==> config.mk <==
export PLATFORM = sky130hd
export DESIGN_NAME = param_stack
export DESIGN_NICKNAME = d
export VERILOG_FILES = /design/src/rtl/param_stack.sv
export SDC_FILE = /design/constraint.sdc
export NUM_CORES = 1
export LEC_CHECK = 0
export ABC_AREA = 0
export CAP_MARGIN = 25
export CORE_UTILIZATION = 46
export CTS_BUF_LIST = sky130_fd_sc_hd__clkbuf_4 sky130_fd_sc_hd__clkbuf_8
export DETAILED_ROUTE_END_ITERATION = 8
export PLACE_DENSITY = 0.73
export SKIP_CTS_REPAIR_TIMING = 1
export SYNTH_ARGS = -nofsm -noshare
export SYNTH_HDL_FRONTEND = slang
export SYNTH_SLANG_ARGS = --single-unit
export TNS_END_PERCENT = 10
==> constraint.sdc <==
create_clock -name clk -period 3.7 [get_ports clk]
set_input_delay 0.74 -clock clk [delete_from_list [all_inputs] [get_ports clk]]
set_output_delay 0.74 -clock clk [all_outputs]
set_load 0.01 [all_outputs]
==> src/rtl/param_stack.sv <==
`default_nettype none
// ============================================================================
// Module   : param_stack
// Brief    : Parametrised LIFO stack with replace-top, registered peek,
//            occupancy count, almost-full and sticky error flags.
// Revision : 1.0 - initial release
// ============================================================================
module param_stack #(
    parameter int DATA_WIDTH = 10,
    parameter int DEPTH      = 16,
    parameter int AF_THRESH  = DEPTH - 2,
    localparam int CNT_W     = $clog2(DEPTH + 1)
) (
    input  logic                  clk,
    input  logic                  rst,
    input  logic                  push,
    input  logic                  pop,
    input  logic [DATA_WIDTH-1:0] data_in,
    input  logic                  clr_err,
    output logic [DATA_WIDTH-1:0] data_out,
    output logic                  pop_valid,
    output logic [DATA_WIDTH-1:0] top,
    output logic [CNT_W-1:0]      count,
    output logic                  full,
    output logic                  empty,
    output logic                  almost_full,
    output logic                  overflow,
    output logic                  underflow
);

    localparam int AW = (DEPTH > 1) ? $clog2(DEPTH) : 1;

    logic [DATA_WIDTH-1:0] mem_q [DEPTH];

    logic [CNT_W-1:0]      count_q, count_d;
    logic [DATA_WIDTH-1:0] top_q, top_d;
    logic [DATA_WIDTH-1:0] dout_q, dout_d;
    logic                  pv_q, pv_d;
    logic                  ovf_q, ovf_d;
    logic                  unf_q, unf_d;

    logic                  w_full;
    logic                  w_empty;
    logic                  w_ovf_evt;
    logic                  w_unf_evt;
    logic                  w_wr_en;
    logic [AW-1:0]         w_wr_addr;

    assign w_full  = (count_q == CNT_W'(DEPTH));
    assign w_empty = (count_q == '0);

    always_comb begin
        count_d   = count_q;
        top_d     = top_q;
        dout_d    = dout_q;
        pv_d      = 1'b0;
        w_ovf_evt = 1'b0;
        w_unf_evt = 1'b0;
        w_wr_en   = 1'b0;
        w_wr_addr = AW'(count_q);
        case ({push, pop})
            2'b10: begin
                if (!w_full) begin
                    w_wr_en = 1'b1;
                    count_d = count_q + CNT_W'(1);
                    top_d   = data_in;
                end else begin
                    w_ovf_evt = 1'b1;
                end
            end
            2'b01: begin
                if (!w_empty) begin
                    dout_d  = top_q;
                    pv_d    = 1'b1;
                    count_d = count_q - CNT_W'(1);
                    // top is re-read from the entry below the popped one
                    top_d   = (count_q >= CNT_W'(2)) ? mem_q[AW'(count_q - CNT_W'(2))]
                                                     : '0;
                end else begin
                    w_unf_evt = 1'b1;
                end
            end
            2'b11: begin
                w_wr_en = 1'b1;
                top_d   = data_in;
                if (!w_empty) begin
                    dout_d    = top_q;
                    pv_d      = 1'b1;
                    w_wr_addr = AW'(count_q - CNT_W'(1));
                end else begin
                    count_d   = CNT_W'(1);
                    w_unf_evt = 1'b1;
                end
            end
            default: ;
        endcase
        // a new error event in the clearing cycle keeps the flag set
        ovf_d = (clr_err ? 1'b0 : ovf_q) | w_ovf_evt;
        unf_d = (clr_err ? 1'b0 : unf_q) | w_unf_evt;
    end

    always_ff @(posedge clk or posedge rst) begin
        if (rst) begin
            count_q <= '0;
            top_q   <= '0;
            dout_q  <= '0;
            pv_q    <= 1'b0;
            ovf_q   <= 1'b0;
            unf_q   <= 1'b0;
        end else begin
            count_q <= count_d;
            top_q   <= top_d;
            dout_q  <= dout_d;
            pv_q    <= pv_d;
            ovf_q   <= ovf_d;
            unf_q   <= unf_d;
        end
    end

    always_ff @(posedge clk) begin
        if (w_wr_en && !rst) begin
            mem_q[w_wr_addr] <= data_in;
        end
    end

    assign data_out    = dout_q;
    assign pop_valid   = pv_q;
    assign top         = top_q;
    assign count       = count_q;
    assign full        = w_full;
    assign empty       = w_empty;
    assign almost_full = (count_q >= CNT_W'(AF_THRESH));
    assign overflow    = ovf_q;
    assign underflow   = unf_q;

endmodule
`default_nettype wire
* Word level (Yosys, flattened, before mapping)
Memories as Yosys holds them, arrays and structs flattened. Index checks and enable logic that the tools add are counted. Widths: inputs -> output; s select.
Word-level totals: ROM bits 0, output and inout bits 31, memories kept 1, flip-flop bits (word level) 28, bits in latches 0, logic and storage cells 52, bits in writable memories 160, bits of input ports 15
Memories:
- mem_q | words 16, bits a word 10, rd ports 1, clocked after memory_dff 0, write ports 1, RTL line 33 | logic [DATA_WIDTH-1:0] mem_q [DEPTH];
Cells by class: equal/unequal tests 7, order comparisons 2, shift-type cells 0, reduce and logical (&&, ||, !) cells 8, multiply operators 0, bitwise operators 3, div/mod/pow operators 0, $add $sub $neg 3, mux-type cells 22
Operator list (number):
- $mux 10 | 3
- $pmux 10 s3 | 1
- $mux 5 | 3
- $pmux 5 s3 | 1
- $mux 1 | 11
- $mux 4 | 2
- $ne 2x2->1 const B | 3
- $add 5x1->5 const B | 1
- $eq 5x5->1 const B | 1
- $ge 5x2->1 const B | 1
- $ge 5x4->1 const B | 1
- $logic_not 5->1 | 1
- $sub 5x1->5 const B | 1
- $eq 2x2->1 const B | 2
- $reduce_and 4->1 | 1
- $sub 4x2->4 const B | 1
- $reduce_and 3->1 | 1
- $reduce_bool 3->1 | 1
- $eq 2x1->1 const B | 1
- $or 1x1->1 | 2
- $pmux 1 s2 | 1
- $reduce_and 2->1 | 1
- $reduce_or 2->1 | 1
- $logic_and 1x1->1 | 1
- other kinds (2) | 2

* Depth between registers and ports, before layout
Gate-level depths: netlist (run 1).
depth after elaboration 6, depth in mapped cells 12, mapped depth without buffers 8

* Least setup slack after synthesis (run 1)
No wires, ideal clock.
path type reg2reg, start point reg count_q[1] (netlist: count[1]), end point mem mem_q[10][0] (enable), period minus slack after synthesis 3299 ps, library setup time 376 ps, buffers on the path 3, arrival 2923 ps, cell stages (with the launch flop) 11, path slack 401 ps, data required time 3324 ps, cell sequence dfrtp_1 -> clkbuf_1 -> inv_1 -> clkbuf_1 -> ha_1 -> or4b_4 -> buf_6 -> a31oi_1 -> o21ba_2 -> nand2_1 -> nor2_1
Between the ends: cells in the longest elaborated chain, start to end 6, elaborated cells on any way between the ends 10, classes of those cells add/sub: 1; eq/ne: 1; mux: 6; reduce/logical: 2
RTL lines:
- start: declaration | RTL line 35 | logic [CNT_W-1:0] count_q, count_d;
- start signal: assignment | RTL line 111 | count_q <= count_d;
- $eq 5x5->1 | RTL line 49 | assign w_full = (count_q == CNT_W'(DEPTH));
- $mux 1 | RTL line 63 | if (!w_full) begin
- $pmux 1 s2 | RTL line 61 | case ({push, pop})
- $logic_and 1x1->1 | RTL line 121 | if (w_wr_en && !rst) begin
- $mux 1 | RTL line 121
- $mux 1 (implied by the code) | RTL line 122 | mem_q[w_wr_addr] <= data_in;
- end: declaration | RTL line 33
Several ways; a longest one is shown, not always the timed one.

* Final worst setup path (run 1)
start point reg count_q[0] (netlist: count[0]), end point out empty
Between the ends: cells in the longest elaborated chain, start to end 1
RTL lines:
- $logic_not 5->1 | RTL line 50 | assign w_empty = (count_q == '0);
- end: declaration | RTL line 25 | output logic empty,
Every way passes these cells.

==> flow_results.xml, run 1 <==
<?xml version="1.0" encoding="UTF-8"?>
<metrics>
  <group name="status">
    <metric name="result_of_the_run" unit="">finished clean</metric>
  </group>
  <group name="worst_hold_path">
    <metric name="worstHoldStart" unit="">overflow</metric>
    <metric name="type_of_the_tightest_min_delay_check" unit="">reg -&gt; reg</metric>
  </group>
  <group name="flow_run">
    <metric name="drv_cap" unit="">0</metric>
  </group>
  <group name="floorplanning">
    <metric name="die_width" unit="um">132</metric>
    <metric name="die_height" unit="um">132</metric>
    <metric name="num_io_pins" unit="">46</metric>
    <metric name="design.die.area" unit="um^2">17400</metric>
    <metric name="fp.coreArea" unit="um^2">16500</metric>
    <metric name="initial_utilization" unit="">0.470</metric>
    <metric name="core.rowCount" unit="">47</metric>
  </group>
  <group name="place">
    <metric name="detailed_place_hpwl" unit="um">11000</metric>
    <metric name="gp_routability_congestion" unit="">0.976</metric>
    <metric name="port_buffer_count" unit="">45</metric>
  </group>
  <group name="critical_path">
    <metric name="critPathRequiredTime" unit="ns">2.96</metric>
    <metric name="maximum_fanout_count_along_the_critical_path" unit="">7</metric>
    <metric name="start_kind" unit="">register</metric>
    <metric name="critPathKind" unit="">reg -&gt; out</metric>
    <metric name="timing.critical_path.to_type" unit="">output port</metric>
    <metric name="r2r-start" unit="">count[0]</metric>
    <metric name="startpoint" unit="">count[0]</metric>
    <metric name="critical_path_arrival" unit="ns">2.65</metric>
  </group>
  <group name="synth">
    <metric name="ys.flop_type" unit="">edfxtp_1</metric>
    <metric name="most_used_standard_cell_by_instance_count_after_synthesis" unit="">edfxtp_1</metric>
    <metric name="synthTopCellsByCount" unit="">edfxtp_1 (160), nand2_1 (49), mux2i_1 (40), nor2_1 (33), dfrtp_1 (28)</metric>
    <metric name="synth_enable_flop_cells" unit="">160</metric>
    <metric name="synth_area_leader_cell" unit="">edfxtp_1</metric>
    <metric name="postSynthAreaPerCell" unit="um^2">16.1</metric>
    <metric name="synth_top_area_frac" unit="">0.619</metric>
    <metric name="synthesis.area" unit="um^2">7760</metric>
    <metric name="synth_nets" unit="">505</metric>
    <metric name="synth_area_leaders" unit="">edfxtp_1 (62%), dfrtp_1 (9.0%), mux4_2 (5.8%), mux2i_1 (5.2%), nand2_1 (2.4%)</metric>
    <metric name="synthesis.instances" unit="">483</metric>
    <metric name="synth_async_sr_flop_share" unit="">0.149</metric>
    <metric name="yosys_warnings" unit="">0</metric>
    <metric name="number_of_flip_flops_and_latches_in_the_synthesized_netlist" unit="">188</metric>
    <metric name="netlist-cell-type-count" unit="">44</metric>
    <metric name="seq_area_frac_synth" unit="">0.710</metric>
  </group>
  <group name="cts">
    <metric name="clkSinkCount" unit="">188</metric>
    <metric name="clk_lat_worst_skew" unit="ns">0.47</metric>
    <metric name="clock-root-buffer" unit="">clkbuf_8</metric>
    <metric name="numCtsBuffers" unit="">17</metric>
    <metric name="htree_levels" unit="">4</metric>
    <metric name="cts_tree" unit="">done</metric>
    <metric name="clock_path_buffers" unit="">2</metric>
    <metric name="cts.reportedPaths.clkPinSlew" unit="ns">0.09</metric>
  </group>
  <group name="grt">
    <metric name="grt_util_met2" unit="">0.309</metric>
    <metric name="antenna_found_initial" unit="">0</metric>
    <metric name="grt_pass1_wl" unit="um">25600</metric>
    <metric name="grt_use_met3" unit="">0.0415</metric>
    <metric name="grt_start_max_net_pins" unit="">38</metric>
    <metric name="grt_util_met1" unit="">0.272</metric>
    <metric name="first_global_vias" unit="">4392</metric>
    <metric name="busiest_layer" unit="">met2</metric>
    <metric name="globalRouteOverflowTotal" unit="">0</metric>
    <metric name="grtUsageTotal" unit="">0.201</metric>
  </group>
  <group name="routing">
    <metric name="drc" unit="">0</metric>
    <metric name="detailedRoute.firstPassIterationCount" unit="">4</metric>
    <metric name="count_of_nets_left_with_antenna_violations_after_detail_routing" unit="">0</metric>
    <metric name="via_count" unit="">4412</metric>
    <metric name="detailedRoute.firstIterationViolations" unit="">464</metric>
    <metric name="vias_per_cell" unit="">5.66</metric>
    <metric name="post_drt_wl_per_cell" unit="um">21.2</metric>
    <metric name="drt-total-wl" unit="um">16500</metric>
  </group>
  <group name="pwr">
    <metric name="intPower" unit="W">0.00446</metric>
    <metric name="largest_voltage_drop_on_the_vdd_net" unit="mV">0.329</metric>
    <metric name="clock_power_share" unit="">0.232</metric>
    <metric name="totalPowerFinal" unit="W">0.00667</metric>
    <metric name="p_sw_frac" unit="">0.331</metric>
    <metric name="p_per_area" unit="nW/um^2">740</metric>
    <metric name="total_leakage_power" unit="nW">3.19</metric>
    <metric name="power_frac_comb" unit="">0.369</metric>
    <metric name="total_switching_power" unit="W">0.00220</metric>
    <metric name="power.share.sequential" unit="">0.399</metric>
  </group>
  <group name="timing">
    <metric name="worst_slew_margin_rel" unit="">0.389</metric>
    <metric name="timing.final.hold_violations" unit="">0</metric>
    <metric name="actual_transition_at_the_worst_max_transition_pin" unit="ns">0.913</metric>
    <metric name="final.period_utilization" unit="">0.917</metric>
    <metric name="post_route_clock_skew" unit="ns">0.0101</metric>
    <metric name="setup_repair_after_global_routing_missed_its_margin" unit="">false</metric>
    <metric name="setup_total_negative_slack" unit="ns">0</metric>
    <metric name="final_period_minus_worst_setup_slack" unit="ns">3.39</metric>
    <metric name="maxSlewViolCount" unit="">0</metric>
    <metric name="finalSetupViolations" unit="">0</metric>
    <metric name="achievable_clock_frequency" unit="MHz">295</metric>
  </group>
  <group name="finish">
    <metric name="final_stage_net_count" unit="">568</metric>
    <metric name="post_route_cells_drive_above_1_share" unit="">0.172</metric>
    <metric name="antenna_cells_inserted" unit="">0</metric>
    <metric name="area_delta_synth_final" unit="%">16.1</metric>
  </group>
</metrics>
## cell type report
| cell class | instances | area, um^2 |
|---|---|---|
| Clock buffer | 20 | 256 |
| Clock inverter | 12 | 206 |
| Fill cell | 1278 | 7510 |
| Inverter | 10 | 37.5 |
| Multi-Input combinational cell | 258 | 2080 |
| Sequential cell | 188 | 5510 |
| Tap cell | 220 | 275 |
| Timing Repair Buffer | 71 | 646 |
## stage by stage
stage	util	instances	instance area, um^2	worst slack, ns	hold slack (ns)
floorplan	-	483	7760	0.401	0.531
global placement	0.517	746	8540	0.492	0.482
detailed placement	0.517	746	8540	0.394	0.493
CTS	0.545	778	9000	0.296	0.515
global route	0.545	779	9010	0.231	0.534
finish	0.545	779	9010	0.309	0.505
## routing by layer
metal,wire (um),share of wire
met5,0,0
met3,961,0.058
met4,605,0.037
met1,6980,0.42
met2,7930,0.48
## critical path: stages (launching register included)
cell,delay [ns]
dfrtp_4,0.48
inv_1,0.20
ha_1,0.31
or4b_4,0.55
inv_2,0.11
clkdlybuf4s50_1,0.54
## layout by cell type (no fill, tap or decap), types with 7 or more instances in the layout
master	instances
dfrtp_1	27
inv_1	9
clkdlybuf4s50_1	45
mux2i_1	40
edfxtp_1	160
clkbuf_8	17
mux4_2	20
mux2_2	10
ha_1	7
a22oi_1	20
a31oi_1	18
buf_4	26
a32oi_1	10
nor2_1	33
nand2_1	49
## registers in the layout, summed over array words and instances, names as in the netlist
signal     count
count          5
data_out      10
mem_q        160
overflow       1
pop_valid      1
top           10
underflow      1
## power by group through the flow
stage | logic [W] | clock network (W) | registers, W
2_1_floorplan | 0.00155 | 0 | 0.00274
3_3_place_gp | 0.00241 | 0 | 0.00269
3_5_place_dp | 0.00245 | 0 | 0.00271
4_1_cts | 0.00246 | 0.00157 | 0.00266
5_1_grt | 0.00266 | 0.00165 | 0.00269
6_report | 0.00246 | 0.00155 | 0.00266
## final timing paths
path | to | slack [ns] | cells after the start
hold / removal | overflow | 0.50 | 1
min in group asynchronous | data_out[2] | 0.69 | 3
setup reg to reg | mem_q[2][5] | 0.51 | 7
hold reg to reg | overflow | 0.50 | 1
setup / recovery | empty | 0.31 | 5
max in group asynchronous | count[0] | 2.72 | 3
## logic make-up (layout without fill, tap and decap cells)
family,count (synthesis),in the layout,synth area share
buf+inv,37,113,0.0223
mux,70,70,0.124
flops,188,188,0.710
compound gates,74,74,0.0718
simple gates,107,107,0.0610
fa+ha+maj,7,7,0.0113
Note: power is estimated with default switching activity, not from simulation.
==> run 2: changes to the inputs <==
clock period = 3.4 ns   (was 3.7 ns; I/O delays follow)
==> run 2 against run 1 <==
Non-clock buffer count up 2. Combinational power is 9.8% higher. Total power grew 6.8%. Routed wire length is 2.5% lower. Critical path depth unchanged. Clock skew is 0.0011 ns higher. Global-route usage shrank 0.23 points. Clock power about the same. Critical path type unchanged.
==> flow_results.xml, run 2 (synthesized netlist as in run 1, its figures left out) <==
<?xml version="1.0" encoding="UTF-8"?>
<metrics>
  <group name="timing">
    <metric name="worst_slew_margin_rel" unit="">0.362</metric>
    <metric name="setup_total_negative_slack" unit="ns">0</metric>
    <metric name="finalSetupViolations" unit="">0</metric>
    <metric name="actual_transition_at_the_worst_max_transition_pin" unit="ns">0.953</metric>
    <metric name="final_period_minus_worst_setup_slack" unit="ns">3.14</metric>
    <metric name="timing.final.hold_violations" unit="">0</metric>
    <metric name="setup_repair_after_global_routing_missed_its_margin" unit="">false</metric>
    <metric name="maxSlewViolCount" unit="">0</metric>
    <metric name="final.period_utilization" unit="">0.923</metric>
    <metric name="post_route_clock_skew" unit="ns">0.0112</metric>
    <metric name="achievable_clock_frequency" unit="MHz">319</metric>
  </group>
  <group name="finish">
    <metric name="post_route_cells_drive_above_1_share" unit="">0.173</metric>
    <metric name="area_delta_synth_final" unit="%">15.8</metric>
    <metric name="postLayoutCellArea" unit="um^2">8980</metric>
    <metric name="largest_register_ffs" unit="">160</metric>
    <metric name="final_stage_net_count" unit="">570</metric>
    <metric name="largest-register" unit="">mem_q</metric>
    <metric name="antenna_cells_inserted" unit="">0</metric>
    <metric name="layout.cells.most_common" unit="">edfxtp_1</metric>
    <metric name="layout.cells.most_common_list" unit="">edfxtp_1 (160), nand2_1 (49), clkdlybuf4s50_1 (45), mux2i_1 (40), nor2_1 (33)</metric>
  </group>
  <group name="floorplanning">
    <metric name="die_width" unit="um">132</metric>
    <metric name="design.die.area" unit="um^2">17400</metric>
    <metric name="num_io_pins" unit="">46</metric>
    <metric name="die_height" unit="um">132</metric>
    <metric name="initial_utilization" unit="">0.470</metric>
    <metric name="core.rowCount" unit="">47</metric>
    <metric name="fp.coreArea" unit="um^2">16500</metric>
  </group>
  <group name="routing">
    <metric name="via_count" unit="">4468</metric>
    <metric name="drt-total-wl" unit="um">16100</metric>
    <metric name="vias_per_cell" unit="">5.72</metric>
    <metric name="detailedRoute.firstPassIterationCount" unit="">7</metric>
    <metric name="count_of_nets_left_with_antenna_violations_after_detail_routing" unit="">0</metric>
    <metric name="drc" unit="">0</metric>
    <metric name="post_drt_wl_per_cell" unit="um">20.6</metric>
    <metric name="detailedRoute.firstIterationViolations" unit="">399</metric>
  </group>
  <group name="cts">
    <metric name="cts_tree" unit="">done</metric>
    <metric name="clock_path_buffers" unit="">2</metric>
    <metric name="cts.reportedPaths.clkPinSlew" unit="ns">0.09</metric>
    <metric name="clock-root-buffer" unit="">clkbuf_8</metric>
    <metric name="clkSinkCount" unit="">188</metric>
    <metric name="htree_levels" unit="">4</metric>
    <metric name="numCtsBuffers" unit="">17</metric>
    <metric name="clk_lat_worst_skew" unit="ns">0.47</metric>
  </group>
  <group name="status">
    <metric name="result_of_the_run" unit="">finished clean</metric>
  </group>
  <group name="flow_run">
    <metric name="drv_cap" unit="">0</metric>
  </group>
  <group name="grt">
    <metric name="grt_start_max_net_pins" unit="">39</metric>
    <metric name="globalRouteOverflowTotal" unit="">0</metric>
    <metric name="grtUsageTotal" unit="">0.199</metric>
    <metric name="first_global_vias" unit="">4407</metric>
    <metric name="grt_pass1_wl" unit="um">25700</metric>
    <metric name="antenna_found_initial" unit="">0</metric>
  </group>
  <group name="critical_path">
    <metric name="critPathKind" unit="">reg -&gt; out</metric>
    <metric name="timing.critical_path.to_type" unit="">output port</metric>
    <metric name="maximum_fanout_count_along_the_critical_path" unit="">5</metric>
    <metric name="critPathRequiredTime" unit="ns">2.72</metric>
    <metric name="start_kind" unit="">register</metric>
    <metric name="critical_path_arrival" unit="ns">2.46</metric>
  </group>
  <group name="pwr">
    <metric name="largest_voltage_drop_on_the_vdd_net" unit="mV">0.411</metric>
    <metric name="p_per_area" unit="nW/um^2">793</metric>
    <metric name="total_leakage_power" unit="nW">3.18</metric>
  </group>
  <group name="place">
    <metric name="gp_routability_congestion" unit="">0.963</metric>
    <metric name="detailed_place_hpwl" unit="um">10800</metric>
    <metric name="port_buffer_count" unit="">45</metric>
    <metric name="placed_cell_area" unit="um^2">8560</metric>
  </group>
  <group name="worst_hold_path">
    <metric name="type_of_the_tightest_min_delay_check" unit="">reg -&gt; reg</metric>
  </group>
</metrics>
-- run 2: final timing paths --
check	startpoint	to	slack [ns]	depth (start not counted)
worst max-delay path	count[0]	empty	0.26	5
worst min-delay path	overflow	overflow	0.51	1
worst max register to register	count[0]	mem_q[0][1]	0.32	7
worst min register to register	overflow	overflow	0.51	1
max in group asynchronous	rst	count[0]	2.47	3
min in group asynchronous	rst	data_out[2]	0.63	3
-- run 2: power by group --
| group | internal, W | leakage (nW) | switching, W | total, W |
|---|---|---|---|---|
| Sequential | 0.00276 | 1.77 | 0.000140 | 0.00290 |
| Clock | 0.000760 | 0.218 | 0.000766 | 0.00153 |
| Combinational | 0.00121 | 1.19 | 0.00149 | 0.00270 |
| Total | 0.00473 | 3.18 | 0.00239 | 0.00712 |
-- run 2: cell type report --
class,count,area [um^2]
inverters,10,37.5
multi-input cells,258,2080
clock buffers,19,255
flip-flops and latches,188,5510
clock inverters,13,163
fillers,1279,7540
repair buffers,73,661
well taps,220,275
-- run 2: metal layers --
layer	up-vias	global-route usage	share of wire
met1	2235	0.280	0.44
met4	0	0.0924	0.030
met2	195	0.300	0.47
li1	2003	-	-
met3	35	0.0396	0.057
met5	-	0	0
-- run 2: critical path, stage by stage (launching register included) --
cell	delay [ns]
dfrtp_4	0.48
inv_1	0.08
ha_1	0.24
or4b_4	0.55
inv_2	0.11
clkdlybuf4s50_1	0.53
-- run 2: per-stage QoR --
stage	utilization	power [W]	hold slack (ns)	setup slack, ns	std cells
2_1_floorplan	-	0.00467	0.531	0.101	483
3_3_place_gp	0.518	0.00559	0.480	0.279	749
3_5_place_dp	0.518	0.00565	0.494	0.157	749
4_1_cts	0.544	0.00716	0.516	0.238	781
5_1_grt	0.544	0.00749	0.541	0.140	781
6_report	0.544	0.00712	0.508	0.263	781
